File: config.mk
export PLATFORM = sky130hd
export DESIGN_NAME = uart_char_buffer
export DESIGN_NICKNAME = d
export VERILOG_FILES = /design/src/rtl/uart_char_buffer.sv
export SDC_FILE = /design/constraint.sdc
export NUM_CORES = 1
export LEC_CHECK = 0
export BUFFER_PORTS_ARGS = -buffer_cell sky130_fd_sc_hd__buf_4
export CORE_UTILIZATION = 55
export CTS_CLUSTER_SIZE = 24
export DETAILED_ROUTE_END_ITERATION = 8
export GPL_ROUTABILITY_DRIVEN = 0
export PLACE_DENSITY = 0.79
export SETUP_SLACK_MARGIN = 0.5
export SYNTH_ARGS = -nofsm -noshare
export SYNTH_HDL_FRONTEND = slang
export SYNTH_SLANG_ARGS = --single-unit
File: constraint.sdc
create_clock -name i_clk -period 8.25 [get_ports i_clk]
set_input_delay 1.2375 -clock i_clk [delete_from_list [all_inputs] [get_ports i_clk]]
set_output_delay 1.2375 -clock i_clk [all_outputs]
set_load 0.01 [all_outputs]
File: src/rtl/uart_char_buffer.sv
// ---------------------------------------------------------------------------
// uart_char_buffer
//
// Receive-side character buffer for the UART display path. It sits between
// the UART receiver and the 7-segment decoder bank and runs entirely on i_clk.
//
//   * Display buffer: DEPTH entries, entry 0 is the newest character. A
//     normal character shifts the buffer up. Backspace (BS_CODE) shifts it
//     down. Clear (CR_CODE) or i_flush empties it. o_count tracks the number
//     of valid entries, and o_overflow is sticky once a push hits a full
//     buffer.
//   * Echo FIFO: every received byte, including BS and CR, is queued so it
//     can be echoed back to the UART transmitter.
//
// Ports
//   i_clk        system clock
//   i_reset      synchronous active-high reset
//   i_rx_valid   one-cycle strobe, i_rx_data holds a received character
//   i_rx_data    received character (DATA_BIT)
//   i_flush      synchronous clear of the display buffer only
//   o_buffer     DEPTH*DATA_BIT, entry k at [k*DATA_BIT +: DATA_BIT]
//   o_count      number of valid display entries
//   o_overflow   sticky: a character was pushed while the buffer was full
//   o_tx_valid   echo byte available
//   o_tx_data    echo byte (registered)
//   i_tx_ready   transmitter accepts o_tx_data this cycle
//   o_echo_drop  one-cycle pulse: echo byte discarded, FIFO was full
//
// Parameter constraints: DEPTH >= 2, ECHO_DEPTH a power of two and >= 2.
// ---------------------------------------------------------------------------
module uart_char_buffer #(
  parameter int                  DATA_BIT   = 8,
  parameter int                  DEPTH      = 6,
  parameter int                  ECHO_DEPTH = 4,
  parameter bit                  CTRL_EN    = 1'b1,
  parameter logic [DATA_BIT-1:0] BS_CODE    = 8'h08,
  parameter logic [DATA_BIT-1:0] CR_CODE    = 8'h0D
) (
  input  logic                          i_clk,
  input  logic                          i_reset,
  input  logic                          i_rx_valid,
  input  logic [DATA_BIT-1:0]           i_rx_data,
  input  logic                          i_flush,
  output logic [DEPTH*DATA_BIT-1:0]     o_buffer,
  output logic [$clog2(DEPTH+1)-1:0]    o_count,
  output logic                          o_overflow,
  output logic                          o_tx_valid,
  output logic [DATA_BIT-1:0]           o_tx_data,
  input  logic                          i_tx_ready,
  output logic                          o_echo_drop
);

  localparam int CW = $clog2(DEPTH + 1);
  localparam int AW = $clog2(ECHO_DEPTH);

  localparam logic [CW-1:0] COUNT_MAX = CW'(DEPTH);
  localparam logic [CW-1:0] COUNT_ONE = CW'(1);
  localparam logic [CW-1:0] COUNT_ZERO = '0;

  // -------------------------------------------------------------------------
  // Input decode
  // -------------------------------------------------------------------------
  logic is_bs;
  logic is_cr;
  logic do_clear;
  logic do_bs;
  logic do_push;

  // With CTRL_EN=0, BS and CR are ordinary characters and are stored literally.
  assign is_bs = CTRL_EN && (i_rx_data == BS_CODE);
  assign is_cr = CTRL_EN && (i_rx_data == CR_CODE);

  // Priority: flush or CR clears, then backspace, then push.
  // A character that arrives together with i_flush is not stored, but it is
  // still echoed (see the echo FIFO below).
  assign do_clear = i_flush || (i_rx_valid && is_cr);
  assign do_bs    = !do_clear && i_rx_valid && is_bs;
  assign do_push  = !do_clear && i_rx_valid && !is_bs && !is_cr;

  // -------------------------------------------------------------------------
  // Display buffer
  // -------------------------------------------------------------------------
  logic [DATA_BIT-1:0] buf_q [DEPTH];
  logic [CW-1:0]       count_q;
  logic                overflow_q;

  always_ff @(posedge i_clk) begin
    if (i_reset || do_clear) begin
      for (int k = 0; k < DEPTH; k++) begin
        buf_q[k] <= '0;
      end
      count_q    <= '0;
      overflow_q <= 1'b0;
    end else if (do_bs) begin
      // A backspace on an empty buffer changes nothing. Entries at or
      // above count are always zero, so shifting a zero into the top
      // entry keeps that invariant.
      if (count_q != COUNT_ZERO) begin
        for (int k = 0; k < DEPTH - 1; k++) begin
          buf_q[k] <= buf_q[k+1];
        end
        buf_q[DEPTH-1] <= '0;
        count_q        <= count_q - COUNT_ONE;
      end
    end else if (do_push) begin
      buf_q[0] <= i_rx_data;
      for (int k = 1; k < DEPTH; k++) begin
        buf_q[k] <= buf_q[k-1];
      end
      if (count_q == COUNT_MAX) begin
        overflow_q <= 1'b1;
      end else begin
        count_q <= count_q + COUNT_ONE;
      end
    end
  end

  for (genvar g = 0; g < DEPTH; g++) begin : g_pack
    assign o_buffer[g*DATA_BIT +: DATA_BIT] = buf_q[g];
  end

  assign o_count    = count_q;
  assign o_overflow = overflow_q;

  // -------------------------------------------------------------------------
  // Echo FIFO
  //
  // Handshake: o_tx_valid/o_tx_data form a strict valid/ready source. Once
  // o_tx_valid is high, it and o_tx_data hold steady until the cycle that
  // i_tx_ready is also high. That edge is the transfer, and the head is
  // popped on it. o_tx_valid never depends on i_tx_ready.
  //
  // Each pointer is an index plus a wrap bit. The FIFO is empty when the
  // pointers are equal, and full when the indices match but the wrap bits
  // differ.
  // -------------------------------------------------------------------------
  logic [DATA_BIT-1:0] fifo_mem [ECHO_DEPTH];
  logic [AW:0]         wr_ptr_q;
  logic [AW:0]         rd_ptr_q;
  logic [AW:0]         wr_ptr_nxt;
  logic [AW:0]         rd_ptr_nxt;
  logic [AW-1:0]       wr_idx;
  logic [AW-1:0]       head_idx_nxt;
  logic                fifo_empty;
  logic                fifo_full;
  logic                fifo_pop;
  logic                fifo_wr;
  logic                drop_nxt;
  logic                nonempty_nxt;
  logic [DATA_BIT-1:0] head_nxt;
  logic [DATA_BIT-1:0] tx_data_q;
  logic                drop_q;

  assign wr_idx     = wr_ptr_q[AW-1:0];
  assign fifo_empty = (wr_ptr_q == rd_ptr_q);
  assign fifo_full  = (wr_ptr_q[AW-1:0] == rd_ptr_q[AW-1:0]) &&
                      (wr_ptr_q[AW] != rd_ptr_q[AW]);

  // i_tx_ready only feeds the pop decision. The outputs are all registers,
  // or derived from registers only.
  assign fifo_pop = !fifo_empty && i_tx_ready;

  // A pop in the same cycle frees a slot, so a write to a full FIFO that is
  // being drained is still accepted.
  assign fifo_wr  = i_rx_valid && (!fifo_full || fifo_pop);
  assign drop_nxt = i_rx_valid && fifo_full && !fifo_pop;

  assign wr_ptr_nxt   = wr_ptr_q + {{AW{1'b0}}, fifo_wr};
  assign rd_ptr_nxt   = rd_ptr_q + {{AW{1'b0}}, fifo_pop};
  assign nonempty_nxt = (wr_ptr_nxt != rd_ptr_nxt);
  assign head_idx_nxt = rd_ptr_nxt[AW-1:0];

  // The next head is the byte being written only when the FIFO is otherwise
  // empty after this edge. In that case the next read index equals the
  // current write index. A full FIFO cannot alias here, because it only
  // accepts a write when it also pops.
  always_comb begin
    head_nxt = fifo_mem[head_idx_nxt];
    if (fifo_wr && (head_idx_nxt == wr_idx)) begin
      head_nxt = i_rx_data;
    end
  end

  // Storage array, with no reset. Unread slots are never observed.
  always_ff @(posedge i_clk) begin
    if (!i_reset && fifo_wr) begin
      fifo_mem[wr_idx] <= i_rx_data;
    end
  end

  always_ff @(posedge i_clk) begin
    if (i_reset) begin
      wr_ptr_q  <= '0;
      rd_ptr_q  <= '0;
      tx_data_q <= '0;
      drop_q    <= 1'b0;
    end else begin
      wr_ptr_q <= wr_ptr_nxt;
      rd_ptr_q <= rd_ptr_nxt;
      drop_q   <= drop_nxt;
      if (nonempty_nxt) begin
        tx_data_q <= head_nxt;
      end
    end
  end

  assign o_tx_valid  = !fifo_empty;
  assign o_tx_data   = tx_data_q;
  assign o_echo_drop = drop_q;

endmodule

Word-level counts from Yosys, hierarchy flattened
Memories as Yosys holds them, arrays and structs flattened. A register that Yosys moved wholly into a read port is not among the register bits.
Index checks and enable logic that the tools add are counted.
{ "op_classes": {"n_addsub": 4, "n_eq_ne": 9, "muxes": 28, "n_bitwise": 13, "reduce_logical": 25} }
{ "ops": {"columns": ["op", "count"], "rows": [
  ["8-bit two-way mux", 12],
  ["8-bit by 4-bit equality test with 1-bit output (second input constant)", 2],
  ["1-bit two-way mux", 12],
  ["3-bit two-way mux", 4],
  ["1-bit bitwise OR", 12],
  ["1-bit logical AND", 11],
  ["1-bit zero test", 7],
  ["3-bit by 1-bit adder with 3-bit output", 2],
  ["3-bit AND reduction", 2],
  ["3-bit by 1-bit adder with 3-bit output (second input constant)", 1],
  ["3-bit equality test", 1],
  ["3-bit equality test (second input constant)", 1],
  ["1-bit logical OR", 3],
  ["3-bit inequality test", 1],
  ["3-bit nonzero test", 1],
  ["3-bit by 1-bit subtractor with 3-bit output (second input constant)", 1],
  ["2-bit equality test", 1],
  ["2-bit by 1-bit inequality test with 1-bit output (second input constant)", 1],
  ["2-bit inequality test (second input constant)", 1],
  ["2-bit nonzero test", 1],
  ["1-bit inequality test", 1],
  ["1-bit NOT", 1]
]} }
{ "word_totals": {"regBits": 11, "mem_bits_rw": 80, "inputBits": 13, "out_inout_bits": 62, "word_cells": 86, "mem_count": 2} }
{ "memory_table": {"columns": ["name", "depth", "word_bits", "rd", "rd_clocked_by_memory_dff", "write_ports", "line", "text"], "rows": [
  ["buf_q", 6, 8, 6, 0, 6, "83", "logic [DATA_BIT-1:0] buf_q [DEPTH];"],
  ["fifo_mem", 4, 8, 1, 1, 1, "137", "logic [DATA_BIT-1:0] fifo_mem [ECHO_DEPTH];"]
]} }

Depth between registers and ports, before layout
{ "logic_depth": {"word_depth": 12, "mapped_depth": 11, "ltp_nobuf": 11} }

Least setup slack after synthesis
Ideal clock, no wire load.
{ "synth_timing": {"kind": "input port to flip-flop", "start": "input i_tx_ready", "end": "register tx_data_q[0], in the netlist o_tx_data[0], read port of fifo_mem", "arrival_time_ns": 3.458, "required_ns": 8.190, "setup_slack_ns": 4.731, "cell_stages": 8, "path_buffers": 0, "cell_sequence": "nor4_4 and2b_2 ha_1 ha_1 xor2_1 xnor2_1 nor4_1 a22o_1"} }
{ "synth_via": {"elab_chain_len": 5, "elab_cells_between_ends": 6, "cone_classes": "2 x add/sub; 1 x eq/ne; 3 x reduce/logical"} }
{ "synth_rtl": {"columns": ["item", "line", "text"], "rows": [
  ["start, declared", "49", "input logic i_tx_ready,"],
  ["1-bit logical AND *", "161", "assign fifo_pop = !fifo_empty && i_tx_ready;"],
  ["1-bit logical OR", "165", "assign fifo_wr = i_rx_valid && (!fifo_full || fifo_pop);"],
  ["1-bit logical AND", "165", null],
  ["3-bit by 1-bit adder with 3-bit output", "168", "assign wr_ptr_nxt = wr_ptr_q + {{AW{1'b0}}, fifo_wr};"],
  ["3-bit inequality test", "170", "assign nonempty_nxt = (wr_ptr_nxt != rd_ptr_nxt);"],
  ["end, declared", "151", "logic [DATA_BIT-1:0] tx_data_q;"]
]} }
Every way passes the cells marked *; elsewhere a longest branch is shown, timed or not.
A chain may end at the register's enable or synchronous reset.

==> metrics.yaml <==
outcome:
  status: "finished, final reports clean"
final_layout:
  drive_above_1_share_pct: 29.5
  post-route-util_pct: 69.8
  num_antenna_cells: 0
  finalNetCount: 393
  area_growth_pct: 20.8
  design_area_um2: 5140
worst_setup_path:
  path_common_cell: "buf_4"
  slowest_delay_ns: 0.71
  startpoint_type: "primary input"
  required_ns: 8.25
  cp_slowest_cell: "nor4b_2"
  cp.arrival_ns: 3.80
  r2r-end: "o_tx_data[2]"
  critPathKind: "primary input to register"
  crit_chain: "buf_4 -> nor4b_2 -> nand4_1 -> nor2_2 -> buf_4 -> or3_1 -> buf_4"
  rr_worst_depth: 9
  r2r_setup_slack_ns: 4.86
  timing.rr.start: "wr_ptr_q[1]"
  cp_top_family: "simple AND/OR/NAND/NOR gates"
  cp-end-kind: "register"
  startpoint: "i_rx_data[1]"
  path_buf_inv: 3
  crit_path_max_fanout: 42
hold_path:
  hold_start: "o_tx_data[7]"
  hold_end: "o_tx_data[7]"
  hold_class: "register to register"
  min_path_cells: 1
logic_synthesis:
  seq_area_frac_synth_pct: 65.4
  synth_ff_type: "edfxtp_1"
  synth_cell_types: 41
  ys_ff_latch: 99
  yosysTopAreaCell: "edfxtp_1"
  synthesis.nets: 319
  synth_area_leaders: "edfxtp_1 56%, dfxtp_1 8.9%, a22oi_1 7.1%"
  async_reset_ff_share_pct: 0
  syn-cell-area_um2: 4260
  yosysTopAreaCellShare_pct: 56.5
  syn_area_per_cell_um2: 14.1
  synthCells: 301
  synth_edf_count: 80
  yosysWarnings: 0
detailed_routing:
  firstDrtPassIters: 5
  postRouteAntennaNets: 0
  wire_per_inst_um: 18.0
  vias: 2806
  drc: 0
  wl_um: 8610
  vias_per_cell: 5.86
  drt_iter0_drc: 151
clock_tree:
  cts_buffers: 9
  ctsHtreeMaxLevel: 3
  post_cts_buffers: 0
  clk_path_buf_depth: 2
  clkLatencyLatePin_ns: 0.35
  cts_tree: "yes"
  cts_hold_buf: 0
  ctsResizeCount: 0
  clk_pin_slew_worst_paths_ns: 0.09
  clock-root-buffer: "clkbuf_8"
  cts.sinks: 99
pwr:
  irDropWorstVdd_uv: 105
  power.density_nw_per_um2: 228
  leakage_uw: 0.00194
  total_power_uw: 1170
sta:
  period_needed_ns: 3.80
  setup_viol_count_final: 0
  tightest_slew_ns: 1.18
  tns_ns: 0
  relSlewSlack_pct: 20.3
  period_share_pct: 46.0
  finalClockSkew_ns: 0.0144
  worst_slack_ns: 4.45
  finalMaxSlewViolations: 0
  fmax_ghz: 0.263
  rsz0062_at_grt: "false"
  hold_violations: 0
floorplan:
  core_area_um2: 7370
  io_pins: 75
  initial_core_util_pct: 57.7
  core.rowCount: 31
  die_h_um: 90.0
  die_x_um: 90.0
  die_area_um2: 8090
flow_run:
  maxCapViolCount: 0
placed_design:
  placed_area_um2: 4930
  place_ws_ns: 4.07
  dp_hpwl_um: 5760
  io_buffers: 74
global_routing:
  grt_overflow: 0
  grt_pass1_vias: 2640
  gr-usage-all-layers_pct: 22.0
  grt_first_pass_wirelength_um: 13800
  grt_max_degree: 47
  antenna_found_initial: 0
==> power by group <==
part / total, µW / switching [µW] / internal (µW)
clock: 335 / 162 / 173
sequential: 605 / 26.5 / 578
combinational: 231 / 113 / 118
total: 1170 / 301 / 869
==> metrics by stage <==
step / std cells / hold WS (ns)
after floorplan: 301 / 0.503
after global placement: 463 / 0.461
after detailed placement: 463 / 0.468
after CTS: 479 / 0.492
after global routing: 479 / 0.502
final: 479 / 0.487
==> layout make-up <==
cell class                 instances  area (µm²)
sequential                        99        2780
fill                             531        2230
multi-input combinational        182        1420
timing repair buffer              79         593
clock buffer                      12         135
tap                               99         124
clock inverter                     4        76.3
inverter                           4        15.0
==> flip-flops by register name (all words and copies together) (netlist names) <==
name / cells
wr_ptr_q: 3
o_count: 3
o_overflow: 1
o_tx_data: 8
rd_ptr_q: 3
buf_q: 48
fifo_mem: 32
o_echo_drop: 1
==> how the worst max path moves through the flow <==
| stage | to | slack (ns) | depth (start not counted) |
|---|---|---|---|
| after floorplan | o_tx_data[0] | 4.73 | 8 |
| after global placement | buf_q[0][4] | 4.22 | 7 |
| after detailed placement | buf_q[1][4] | 4.07 | 7 |
| after CTS | buf_q[1][5] | 4.46 | 7 |
| after global routing | buf_q[3][6] | 4.24 | 7 |
| final | buf_q[1][5] | 4.45 | 7 |
==> layout by cell type (no fill, tap or decap), types with 2 or more instances in the layout <==
cell	count
edfxtp_1	80
buf_4	79
nor2_1	51
a22oi_1	40
dfxtp_1	19
and2_1	10
clkbuf_8	9
mux4_2	8
mux2_1	8
a22o_1	8
xor2_1	6
nor2b_1	5
inv_1	4
xnor2_1	4
ha_1	4
nand2_1	3
nand2b_1	3
a21oi_1	3
clkbuf_1	3
xor2_2	2
nor4_4	2
nor3_1	2
or3_1	2
and3_2	2
bufinv_16	2
==> synth_stat cells, types with 2 or more instances <==
cell	count
ha_1	4
nor3_1	2
a22oi_1	40
edfxtp_1	80
xnor2_1	4
a21oi_1	3
buf_2	5
and2_1	10
nand2b_1	3
inv_1	4
nand2_1	3
nor2b_1	5
nor4_1	2
mux2_1	8
xor2_1	6
a22o_1	8
nor4_4	2
nor2_1	52
clkbuf_1	10
or3_1	2
dfxtp_1	19
and3_2	2
xor2_2	2
mux4_2	8
==> logic make-up after synthesis <==
kind of cell / count (synthesis) / share of synthesized area, %
mux: 16 / 6.35
xor+xnor: 13 / 3.20
buf+inv: 20 / 1.91
fa+ha+maj: 5 / 1.65
compound gates: 57 / 10.2
flops: 99 / 65.4
simple gates: 91 / 11.3
==> per-layer routing <==
metal | wire (µm) | global-route usage (%)
met1 | 3890 | 31.7
met2 | 4020 | 33.7
met3 | 610 | 3.81
met4 | 93 | 8.47
met5 | 0 | 0
(Power assumes the default switching activity.)
